$ cat src/rtl/pipe_ctrl_regs_pkg.sv
// Shared types for the control-side pipeline: ARM condition codes, NZCV flags,
// the per-stage control bundle and the condition evaluator.
package pipe_ctrl_regs_pkg;

  typedef enum logic [3:0] {
    COND_EQ = 4'h0, COND_NE = 4'h1, COND_CS = 4'h2, COND_CC = 4'h3,
    COND_MI = 4'h4, COND_PL = 4'h5, COND_VS = 4'h6, COND_VC = 4'h7,
    COND_HI = 4'h8, COND_LS = 4'h9, COND_GE = 4'hA, COND_LT = 4'hB,
    COND_GT = 4'hC, COND_LE = 4'hD, COND_AL = 4'hE, COND_NV = 4'hF
  } cond_t;

  typedef struct packed {
    logic n;
    logic z;
    logic c;
    logic v;
  } flags_t;

  typedef struct packed {
    logic       reg_write;
    logic       mem_write;
    logic       mem_to_reg;
    logic       branch;
    logic       pc_src;
    logic       alu_src;
    logic [1:0] alu_control;
    logic [1:0] flag_write;
    cond_t      cond;
  } ctrl_t;

  // A bubble is an unconditional no-op so it can never be squashed into doing work.
  localparam ctrl_t CTRL_BUBBLE = '{reg_write: 1'b0, mem_write: 1'b0, mem_to_reg: 1'b0,
                                    branch: 1'b0, pc_src: 1'b0, alu_src: 1'b0,
                                    alu_control: 2'b00, flag_write: 2'b00, cond: COND_AL};
  localparam ctrl_t CTRL_RESET  = '{reg_write: 1'b0, mem_write: 1'b0, mem_to_reg: 1'b0,
                                    branch: 1'b0, pc_src: 1'b0, alu_src: 1'b0,
                                    alu_control: 2'b00, flag_write: 2'b00, cond: COND_EQ};

  function automatic logic cond_check(input cond_t cond, input flags_t f);
    logic r;
    case (cond)
      COND_EQ: r = f.z;
      COND_NE: r = ~f.z;
      COND_CS: r = f.c;
      COND_CC: r = ~f.c;
      COND_MI: r = f.n;
      COND_PL: r = ~f.n;
      COND_VS: r = f.v;
      COND_VC: r = ~f.v;
      COND_HI: r = f.c & ~f.z;
      COND_LS: r = ~f.c | f.z;
      COND_GE: r = (f.n == f.v);
      COND_LT: r = (f.n != f.v);
      COND_GT: r = ~f.z & (f.n == f.v);
      COND_LE: r = f.z | (f.n != f.v);
      COND_AL: r = 1'b1;
      default: r = 1'b0;
    endcase
    return r;
  endfunction

endpackage

$ cat src/rtl/pipe_ctrl_regs_cond_unit.sv
// E-stage condition unit: decides whether the instruction in E executes and
// which halves of the flags register it is allowed to update.
module pipe_ctrl_regs_cond_unit
  import pipe_ctrl_regs_pkg::*;
(
  input  cond_t      cond,
  input  flags_t     flags,
  input  logic [1:0] flag_write,
  output logic       cond_ex,
  output logic [1:0] flag_en
);

  // Condition pass and gated flag-write enables
  always_comb begin
    cond_ex = cond_check(cond, flags);
    flag_en = flag_write & {2{cond_ex}};
  end

endmodule

$ cat src/rtl/pipe_ctrl_regs.sv
// Control-side pipeline registers F/D -> D/E -> E/M -> M/WB with the NZCV
// flags register and E-stage condition gating.
module pipe_ctrl_regs
  import pipe_ctrl_regs_pkg::*;
#(
  parameter int                 INSTR_W     = 32,
  parameter logic [INSTR_W-1:0] FLUSH_INSTR = 32'h0000_0000
) (
  input  logic               clk,
  input  logic               reset_n,
  input  logic [INSTR_W-1:0] InstrF,
  input  logic               StallD,
  input  logic               FlushD,
  input  logic               FlushE,
  output logic [INSTR_W-1:0] InstrD,
  output logic               ValidD,
  input  logic               RegWriteD,
  input  logic               MemWriteD,
  input  logic               MemtoRegD,
  input  logic               BranchD,
  input  logic               PCSrcD,
  input  logic               ALUSrcD,
  input  logic [1:0]         ALUControlD,
  input  logic [1:0]         FlagWriteD,
  input  logic [3:0]         CondD,
  input  logic [3:0]         ra1D,
  input  logic [3:0]         ra2D,
  input  logic [3:0]         wa3D,
  input  logic [3:0]         ALUFlagsE,
  output logic [3:0]         ra1E,
  output logic [3:0]         ra2E,
  output logic [3:0]         wa3E,
  output logic [1:0]         ALUControlE,
  output logic               ALUSrcE,
  output logic               MemtoRegE,
  output logic               PCSrcE,
  output logic               BranchTakenE,
  output logic               RegWriteM,
  output logic               MemWriteM,
  output logic               MemtoRegM,
  output logic               PCSrcM,
  output logic [3:0]         wa3M,
  output logic               RegWriteWB,
  output logic               MemtoRegWB,
  output logic               PCSrcWB,
  output logic [3:0]         wa3WB,
  output logic [3:0]         FlagsQ
);

  ctrl_t      ctrl_d_s;
  ctrl_t      ctrl_e_r;
  logic [3:0] ra1_d_s, ra2_d_s, wa3_d_s;
  flags_t     flags_r;
  logic       cond_ex_s;
  logic [1:0] flag_en_s;

  // F/D register: flush beats stall
  always_ff @(posedge clk or negedge reset_n) begin
    if (!reset_n) begin
      InstrD <= FLUSH_INSTR;
      ValidD <= 1'b0;
    end else if (FlushD) begin
      InstrD <= FLUSH_INSTR;
      ValidD <= 1'b0;
    end else if (!StallD) begin
      InstrD <= InstrF;
      ValidD <= 1'b1;
    end
  end

  // D-stage bundle, replaced by a bubble on FlushE or an empty D slot
  always_comb begin
    ctrl_d_s = CTRL_BUBBLE;
    ra1_d_s  = 4'h0;
    ra2_d_s  = 4'h0;
    wa3_d_s  = 4'h0;
    if (FlushE || !ValidD) begin
      ctrl_d_s = CTRL_BUBBLE;
    end else begin
      ctrl_d_s = '{reg_write: RegWriteD, mem_write: MemWriteD, mem_to_reg: MemtoRegD,
                   branch: BranchD, pc_src: PCSrcD, alu_src: ALUSrcD,
                   alu_control: ALUControlD, flag_write: FlagWriteD, cond: cond_t'(CondD)};
      ra1_d_s  = ra1D;
      ra2_d_s  = ra2D;
      wa3_d_s  = wa3D;
    end
  end

  // D/E register, never stalled
  always_ff @(posedge clk or negedge reset_n) begin
    if (!reset_n) begin
      ctrl_e_r <= CTRL_RESET;
      ra1E     <= 4'h0;
      ra2E     <= 4'h0;
      wa3E     <= 4'h0;
    end else begin
      ctrl_e_r <= ctrl_d_s;
      ra1E     <= ra1_d_s;
      ra2E     <= ra2_d_s;
      wa3E     <= wa3_d_s;
    end
  end

  pipe_ctrl_regs_cond_unit u_cond (
    .cond       (ctrl_e_r.cond),
    .flags      (flags_r),
    .flag_write (ctrl_e_r.flag_write),
    .cond_ex    (cond_ex_s),
    .flag_en    (flag_en_s)
  );

  assign ALUControlE  = ctrl_e_r.alu_control;
  assign ALUSrcE      = ctrl_e_r.alu_src;
  assign MemtoRegE    = ctrl_e_r.mem_to_reg;
  assign PCSrcE       = ctrl_e_r.pc_src & cond_ex_s;
  assign BranchTakenE = ctrl_e_r.branch & cond_ex_s;
  assign FlagsQ       = flags_r;

  // NZCV register; FlushE does not block the update from what is already in E
  always_ff @(posedge clk or negedge reset_n) begin
    if (!reset_n) begin
      flags_r <= flags_t'(4'b0000);
    end else begin
      if (flag_en_s[1]) begin
        flags_r.n <= ALUFlagsE[3];
        flags_r.z <= ALUFlagsE[2];
      end
      if (flag_en_s[0]) begin
        flags_r.c <= ALUFlagsE[1];
        flags_r.v <= ALUFlagsE[0];
      end
    end
  end

  // E/M and M/WB registers
  always_ff @(posedge clk or negedge reset_n) begin
    if (!reset_n) begin
      RegWriteM  <= 1'b0;
      MemWriteM  <= 1'b0;
      MemtoRegM  <= 1'b0;
      PCSrcM     <= 1'b0;
      wa3M       <= 4'h0;
      RegWriteWB <= 1'b0;
      MemtoRegWB <= 1'b0;
      PCSrcWB    <= 1'b0;
      wa3WB      <= 4'h0;
    end else begin
      RegWriteM  <= ctrl_e_r.reg_write & cond_ex_s;
      MemWriteM  <= ctrl_e_r.mem_write & cond_ex_s;
      MemtoRegM  <= ctrl_e_r.mem_to_reg;
      PCSrcM     <= ctrl_e_r.pc_src & cond_ex_s;
      wa3M       <= wa3E;
      RegWriteWB <= RegWriteM;
      MemtoRegWB <= MemtoRegM;
      PCSrcWB    <= PCSrcM;
      wa3WB      <= wa3M;
    end
  end

endmodule
$ cat config.mk
export PLATFORM = sky130hd
export DESIGN_NAME = pipe_ctrl_regs
export DESIGN_NICKNAME = d
export VERILOG_FILES = /design/src/rtl/pipe_ctrl_regs_pkg.sv /design/src/rtl/pipe_ctrl_regs_cond_unit.sv /design/src/rtl/pipe_ctrl_regs.sv
export SDC_FILE = /design/constraint.sdc
export NUM_CORES = 1
export LEC_CHECK = 0
export ABC_AREA = 1
export CAP_MARGIN = 20
export CORE_ASPECT_RATIO = 0.8
export CORE_MARGIN = 5
export CORE_UTILIZATION = 41
export CTS_BUF_LIST = sky130_fd_sc_hd__clkbuf_16
export DETAILED_ROUTE_END_ITERATION = 10
export PLACE_DENSITY = 0.79
export SLEW_MARGIN = 20
export SYNTH_ARGS = -nofsm -noshare
export SYNTH_HDL_FRONTEND = slang
export SYNTH_HIERARCHICAL = 1
export SYNTH_SLANG_ARGS = --single-unit
$ cat constraint.sdc
create_clock -name clk -period 1.65 [get_ports clk]
set_input_delay 0.33 -clock clk [delete_from_list [all_inputs] [get_ports clk]]
set_output_delay 0.33 -clock clk [all_outputs]
set_load 0.01 [all_outputs]
Yosys cells after proc, flatten, opt, wreduce, memory -nomap -nowiden
Index checks and enable logic that the tools add are counted.
- word-level logic and storage cells: 69
- output and inout port bits: 70
- register bits after elaboration: 78
- input port bits: 67
- multiplexer cells: 9
- equality and inequality tests: 17
- reduce and logical (&&, ||, !) cells: 3
- bitwise gates (word level): 13
- operators with widths (cell ; number):
    $mux 32 ; 2
    $eq 4x4->1 const B ; 7
    $eq 4x3->1 const B ; 4
    $pmux 1 s15 ; 1
    $mux 14 ; 1
    $mux 4 ; 3
    $eq 4x2->1 const B ; 2
    $and 1x1->1 ; 6
    $eq 4x1->1 const B ; 1
    $logic_not 4->1 ; 1
    $not 1->1 ; 4
    $and 2x2->2 ; 1
    $mux 1 ; 2
    $ne 2x1->1 const B ; 1
    $or 1x1->1 ; 2
    $eq 1x1->1 ; 1
    $logic_not 1->1 ; 1
    $logic_or 1x1->1 ; 1
    $ne 1x1->1 ; 1

Depth between registers and ports, before layout
Gate-level depths: netlist (run 1).
- depth in word-level cells: 4
- mapped depth: 12
- mapped depth without buffers: 12

Modules after synthesis
Netlist (run 1), hierarchy kept.
- by module, submodules not included (module ; area each (um^2) ; cells an instance ; times used ; sequential area each (um^2)):
    pipe_ctrl_regs ; 2781.4 ; 267 ; 1 ; 1951.9
    pipe_ctrl_regs_cond_unit ; 245.2 ; 57 ; 1 ; 0.0

Worst setup path before layout (run 1)
No wires, ideal clock.
- path type: register to output
- start point: register flags_r (netlist bit FlagsQ[0])
- end point: output PCSrcE
- required time: 1320 ps
- data arrival time: 1109 ps
- slack: 211 ps
- cell stages (with the launch flop): 10
- buffers on the path: 0
- path through: dfrtp_1 inv_1 nand2_1 nand2_1 nand2_1 a21boi_0 nor2_1 nand3_2 nand2_1 inv_1
- word-level cells in the longest chain between the ends: 4
- elaborated cells on any way between the ends: 7
- classes of those cells: eq/ne (2); mux (1); bitwise (4)
- ends and longest elaborated chain (item ; RTL line ; text):
    from (decl) ; pipe_ctrl_regs.sv:53 ; flags_t flags_r;
    from (signal assigned) ; pipe_ctrl_regs.sv:122 ; flags_r <= flags_t'(4'b0000);
    $ne 1x1->1 or $eq 1x1->1 (tied branches) ; n/a ;
    $or 1x1->1 or $and 1x1->1 (tied branches) ; pipe_ctrl_regs_pkg.sv:55, pipe_ctrl_regs_pkg.sv:54 ;
    $pmux 1 s15 * ; pipe_ctrl_regs_pkg.sv:41 ; case (cond)
    net cond_ex_s ; pipe_ctrl_regs.sv:54 ; logic cond_ex_s;
    $and 1x1->1 * ; pipe_ctrl_regs.sv:115 ; assign PCSrcE = ctrl_e_r.pc_src & cond_ex_s;
    to (decl) ; pipe_ctrl_regs.sv:36 ; output logic PCSrcE,
Mark *: on every way through the listed nets, which the timed path passes. The rest lies on a longest branch.

Worst setup path in the final report (run 1)
- start point: register flags_r (netlist bit FlagsQ[0])
- end point: output BranchTakenE
- word-level cells in the longest chain between the ends: 4
- elaborated cells on any way between the ends: 7
- classes of those cells: eq/ne (2); mux (1); bitwise (4)
- ends and longest elaborated chain (item ; RTL line ; text):
    $ne 1x1->1 or $eq 1x1->1 (tied branches) ; n/a ;
    $or 1x1->1 or $and 1x1->1 (tied branches) ; pipe_ctrl_regs_pkg.sv:55, pipe_ctrl_regs_pkg.sv:54 ;
    $pmux 1 s15 * ; pipe_ctrl_regs_pkg.sv:41 ;
    net cond_ex_s ; pipe_ctrl_regs.sv:54 ;
    $and 1x1->1 * ; pipe_ctrl_regs.sv:116 ; assign BranchTakenE = ctrl_e_r.branch & cond_ex_s;
    to (decl) ; pipe_ctrl_regs.sv:37 ; output logic BranchTakenE,
Marked as above.

==> results of run 1 <==
==> path summary, 6_finish.rpt <==
kind,to,cells after the start,slack (ns)
max,BranchTakenE,9,-0.26
min,FlagsQ[1],2,-0.00005
max reg2reg,FlagsQ[3],13,-0.14
min reg2reg,RegWriteWB,0,0.38
max in group asynchronous,ctrl_e_r[3],2,1.28
min in group clk,RegWriteWB,0,0.38
==> cells in the mapped netlist, types with 2 or more instances <==
library cell,count
a21oi_1,2
nand2_1,99
o21ai_0,5
nor2_1,29
buf_4,3
inv_1,50
dfrtp_1,78
nand3_1,41
buf_2,5
buf_6,7
==> flip-flops by register name, summed over array words and instances (netlist names) <==
| name | cells |
|---|---|
| ra2E | 4 |
| wa3M | 4 |
| RegWriteM | 1 |
| InstrD | 32 |
| MemtoRegWB | 1 |
| PCSrcWB | 1 |
| wa3WB | 4 |
| PCSrcM | 1 |
| FlagsQ | 4 |
| wa3E | 4 |
| MemtoRegE | 1 |
| MemWriteM | 1 |
| ValidD | 1 |
| ALUControlE | 2 |
| ALUSrcE | 1 |
| RegWriteWB | 1 |
| ra1E | 4 |
| MemtoRegM | 1 |
| ctrl_e_r | 10 |
==> layout make-up <==
cell class              instances  area share [%]
repair buffers                152            31.3
flip-flops and latches         78            40.0
well taps                      90            2.30
inverters                      51            3.92
clock buffers                   9            4.61
multi-input cells             180            16.0
clock inverters                 7            1.95
==> power groups by stage <==
stage          logic, W  registers [W]  clock network, W
4_1_cts        0.000832        0.00210           0.00213
5_1_grt        0.000928        0.00212           0.00223
3_3_place_gp   0.000786        0.00213                 0
3_5_place_dp   0.000803        0.00214                 0
2_1_floorplan  0.000241        0.00217                 0
6_report       0.000855        0.00211           0.00208
==> routing by layer <==
layer,GRT usage [%],vias up
met5,0,-
met1,21.6,1227
met4,4.71,0
met2,30.7,110
li1,-,1265
met3,7.04,6
==> what timing repair did <==
action / in CTS / in global routing
endpoints found under the setup margin: 6 / 6
pin swaps: 5 / 6
resized for setup: 21 / 18
hold buffers: 0 / 0
setup buffers: 4 / 1
==> metrics by stage <==
stage	setup TNS [ns]	utilization, %	hold WS [ns]	instances
after floorplan	0	-	0.0344	324
after global placement	-0.557	61.8	0.358	546
after detailed placement	-0.658	61.8	0.363	546
after CTS	-0.502	66.5	0.0377	566
after global routing	-1.78	67.1	0.0420	567
final	-0.984	67.1	-0.0000493	567
==> kinds of logic after synthesis <==
| kind of cell | share of synthesized area [%] |
|---|---|
| simple gates | 23.6 |
| flops | 64.5 |
| buf+inv | 10.5 |
| compound gates | 1.41 |
==> flow_summary.toml, run 1 <==
[status]
status = "finished, violations left"
violations = "hold timing, setup timing"

[pwr]
switchingPower_w = 0.00122
p_int_w = 0.00382
p_comb_share_pct = 16.9
seq_power_share_pct = 41.8
power_leakage_nw = 2.52
total_power_w = 0.00505
pwr-share-clk_pct = 41.3
vdd_drop_max_mv = 0.545
p_per_area_mw_per_mm2 = 1030
p_sw_share_pct = 24.2

[global_routing]
antenna_found_initial = 0
grt_max_degree = 79
track_usage_pct = 18.0
grt_pass1_vias = 2701
grt_pass1_wl_mm = 13.1
grt_overflow = 0

[cts]
ctsRootBufferMaster = "clkbuf_16"
clk-insertion-delay-late_ns = 0.32
path_clk_slew_ns = 0.06
clk_path_buf_depth = 2
htreeDepth = 3
clock-sinks = 78
cts_buffers = 9
cts_tree = "built"

[synth]
synth_top_area_share_pct = 64.5
synth_edf_count = 0
syn_area_mm2 = 0.00303
ys_top_cells_by_area = "dfrtp_1 (64%), nand2_1 (12%), nand3_1 (6.8%)"
synth-seq-cells = 78
syn_avg_cell_area_um2 = 9.34
ys.flop_type = "dfrtp_1"
yosysTopAreaCell = "dfrtp_1"
synthCells = 324
seq_area_frac_synth_pct = 64.5
synth_async_sr_flop_share_pct = 100
synth_cell_type_count = 15
synth_warnings = 6
synth_nets = 391

[sta]
clock.fmax_ghz = 0.525
rsz0062_at_grt = "yes"
period_share_pct = 116
slew_headroom_pct = 72.0
setup_slack_ns = -0.256
setup_viol = 6
whs_ns = -0.0000493
finClkSkew_ns = 0.00554
hold_violations = 1
drv_slew = 0
period_needed_ns = 1.91
worst_pin_slew_ns = 0.420

[floorplanning]
start_util_pct = 41.5
fp.coreArea_mm2 = 0.00729
dieArea_mm2 = 0.00921
die_w_um = 106
row_count = 28
die_h_um = 86.9
ioPinCount = 137

[routing]
drtIter0Drc = 60
drcViolationCount = 0
antenna_left = 0
wl_mm = 7.86
highest_layer = "met4"
vias_per_cell = 4.60
routedWlPerCell_um = 13.9
wl_met1_mm = 3.22
drt_pass1_iterations = 6
wl_met3_um = 695
vias = 2608
dr_wl_met2_mm = 3.90

[flow_run]
cap_violations = 0

[final_layout]
layout_commonest_cell = "clkdlybuf4s50_1"
nNetsFinal = 539
seq_area_mm2 = 0.00196
antenna_cells = 0
fin_area_mm2 = 0.00489
areaGrowthSynthToFinish_pct = 61.5
fill_cells = 592
multi_input_area_um2 = 781
layout_common_cells = "clkdlybuf4s50_1 (129), nand2_1 (95), dfrtp_1 (75), inv_1 (43), nand3_1 (41)"
layout-drive-gt1-share_pct = 11.5

[setup_path]
r2r-start = "FlagsQ[0]"
crit_start = "FlagsQ[0]"
path_cells = "nand2_1 > nand3_1 > nand2_1 > nand2_1 > nand2_1 > nand3_2 > nand2_1 > inv_1 > buf_6"
cp.arrival_ns = 1.58
critPathLaunchType = "register"
cp_max_fo = 4
cp_common_cell = "nand2_1"
path_buf_inv = 2
worst_setup_path_end_kind = "output pin"
crit_family = "simple AND/OR/NAND/NOR gates"
critPathMaxStageDelay_ns = 0.43
worstSetupPathType = "register to output pin"
cpMaxStageDelayCell = "dfrtp_1"
critical_path_required_ns = 1.32

[placed_design]
dpl.hpwl_mm = 5.74
place_area_mm2 = 0.00450
port_buffers = 136
place.gp.congestion = 0.837
post-place-ws_ns = -0.339

[worst_hold_path]
min_path_type = "input pin to asynchronous set/reset pin"
Power figures use the tool's default switching activity.
==> run 2: changes to the inputs <==
--- a/config.mk
+++ b/config.mk
@@ -8,10 +8,11 @@
 export ABC_AREA = 1
 export CAP_MARGIN = 20
 export CORE_ASPECT_RATIO = 0.8
-export CORE_MARGIN = 5
 export CORE_UTILIZATION = 41
 export CTS_BUF_LIST = sky130_fd_sc_hd__clkbuf_16
+export CTS_CLUSTER_DIAMETER = 120
 export DETAILED_ROUTE_END_ITERATION = 10
+export GPL_ROUTABILITY_DRIVEN = 0
 export PLACE_DENSITY = 0.79
 export SLEW_MARGIN = 20
 export SYNTH_ARGS = -nofsm -noshare
==> flow_summary.toml, run 2 (same netlist as run 1, synthesis figures left out) <==
[status]
status = "finished, violations left"
violations = "DRC, setup timing"

[setup_path]
crit_family = "simple AND/OR/NAND/NOR gates"
cp.arrival_ns = 1.61
critPathMaxStageDelay_ns = 0.41
critPathLaunchType = "register"
r2r-start = "FlagsQ[3]"
crit_start = "FlagsQ[3]"
worst_setup_path_end_kind = "output pin"
cp_max_fo = 4
path_buf_inv = 4
cpMaxStageDelayCell = "dfrtp_1"
cp_common_cell = "nand2_1"
worstSetupPathType = "register to output pin"
critical_path_required_ns = 1.32
path_cells = "inv_1 > nand2_1 > nand3_1 > nand2_1 > nand2_1 > nand2_1 > inv_1 > nand3_2 > nand2_1 > inv_1 > buf_6"

[placed_design]
port_buffers = 136
dpl.hpwl_mm = 5.58
post-place-ws_ns = -0.337

[sta]
setup_slack_ns = -0.288
rsz0062_at_grt = "yes"
clock.fmax_ghz = 0.516
finClkSkew_ns = 0.00630
fin_setup_tns_ns = -0.561
whs_ns = 0.371
worst_pin_slew_ns = 0.395
hold_violations = 0
setup_viol = 2
drv_slew = 0
period_share_pct = 117
period_needed_ns = 1.94
slew_headroom_pct = 73.7

[final_layout]
antenna_cells = 0
layout-drive-gt1-share_pct = 13.7
top_regs = "InstrD (32), ctrl_e_r (10)"
layout_common_cells = "clkdlybuf4s50_1 (128), nand2_1 (94), dfrtp_1 (74), inv_1 (44), nand3_1 (41)"
largest-register = "InstrD"
largest_reg_flops = 32
layout_commonest_cell = "clkdlybuf4s50_1"
areaGrowthSynthToFinish_pct = 63.3
nNetsFinal = 544
fill_cells = 526

[cts]
clock-sinks = 78
ctsRootBufferMaster = "clkbuf_16"
path_clk_slew_ns = 0.06
clk-insertion-delay-late_ns = 0.33
htreeDepth = 3
clk_path_buf_depth = 2
cts_tree = "built"
cts_buffers = 9

[routing]
routedWlPerCell_um = 14.2
drt_pass1_iterations = 8
wl_mm = 8.08
antenna_left = 0
drcViolationCount = 8
drtIter0Drc = 97
vias = 2707
vias_per_cell = 4.76

[global_routing]
grt_max_degree = 35
antenna_found_initial = 0
grt_overflow = 0
grt_pass1_wl_mm = 13.0
track_usage_pct = 22.1
grt_pass1_vias = 2762

[floorplanning]
die_h_um = 78.9
start_util_pct = 43.1
ioPinCount = 137
die_w_um = 98.1
row_count = 27
fp.coreArea_mm2 = 0.00703
dieArea_mm2 = 0.00773

[pwr]
vdd_drop_max_mv = 0.548
p_per_area_mw_per_mm2 = 1030
power_leakage_nw = 2.56

[worst_hold_path]
min_path_type = "register to register"
min_from = "RegWriteM"

[flow_run]
cap_violations = 0
-- run 2: final timing paths --
check,endpoint,slack (ns),depth (start not counted)
worst max-delay path,BranchTakenE,-0.29,11
worst min-delay path,RegWriteWB,0.37,0
worst max register to register,FlagsQ[0],0.03,13
worst min register to register,RegWriteWB,0.37,0
max in group asynchronous,InstrD[3],0.63,3
min in group asynchronous,FlagsQ[1],0.47,2
-- run 2: worst reg2reg max path, stage by stage, from the launching register on --
cell and delay, ns:
dfrtp_1 0.41, inv_1 0.11, nand2_1 0.09, nand3_1 0.11, nand2_1 0.07, nand2_1 0.06, nand2_1 0.04, inv_1 0.06
nand3_2 0.10, buf_4 0.17, nand2_1 0.09, inv_2 0.07, nand2_1 0.07, o21ai_2 0.06
-- run 2: repair_timing --
item	in CTS	in global routing
gates resized for setup	26	22
pin swaps	6	9
hold endpoints to repair	29	0
hold buffers	1	0
buffers inserted	3	3
setup endpoints to repair	7	9
-- run 2: layout make-up --
class / instances / area [µm²] / area share (%)
Clock buffer: 9 / 225 / 4.56
Tap cell: 87 / 109 / 2.20
Clock inverter: 7 / 97.6 / 1.97
Multi-Input combinational cell: 180 / 801 / 16.2
Sequential cell: 78 / 1960 / 39.6
Inverter: 51 / 194 / 3.92
Timing Repair Buffer: 157 / 1560 / 31.6
-- run 2: where the power goes --
part	internal [W]	total, W	switching [W]
clock network	0.00133	0.00211	0.000779
registers	0.00202	0.00211	0.0000836
logic	0.000476	0.000877	0.000400
-- run 2: per-layer routing --
| metal | GRT usage (%) | wire, µm |
|---|---|---|
| met1 | 23.8 | 3160 |
| met2 | 38.9 | 3990 |
| met3 | 9.60 | 776 |
| met4 | 7.58 | 150 |
| met5 | 0 | 0 |
-- run 2: stage by stage --
| stage | instance area (µm²) | std cells | total power, W | utilization [%] |
|---|---|---|---|---|
| floorplan | 3030 | 324 | 0.00241 | - |
| global placement | 4510 | 546 | 0.00292 | 64.2 |
| detailed placement | 4510 | 546 | 0.00295 | 64.2 |
| CTS | 4880 | 566 | 0.00511 | 69.5 |
| global route | 4940 | 569 | 0.00532 | 70.4 |
| finish | 4940 | 569 | 0.00509 | 70.4 |
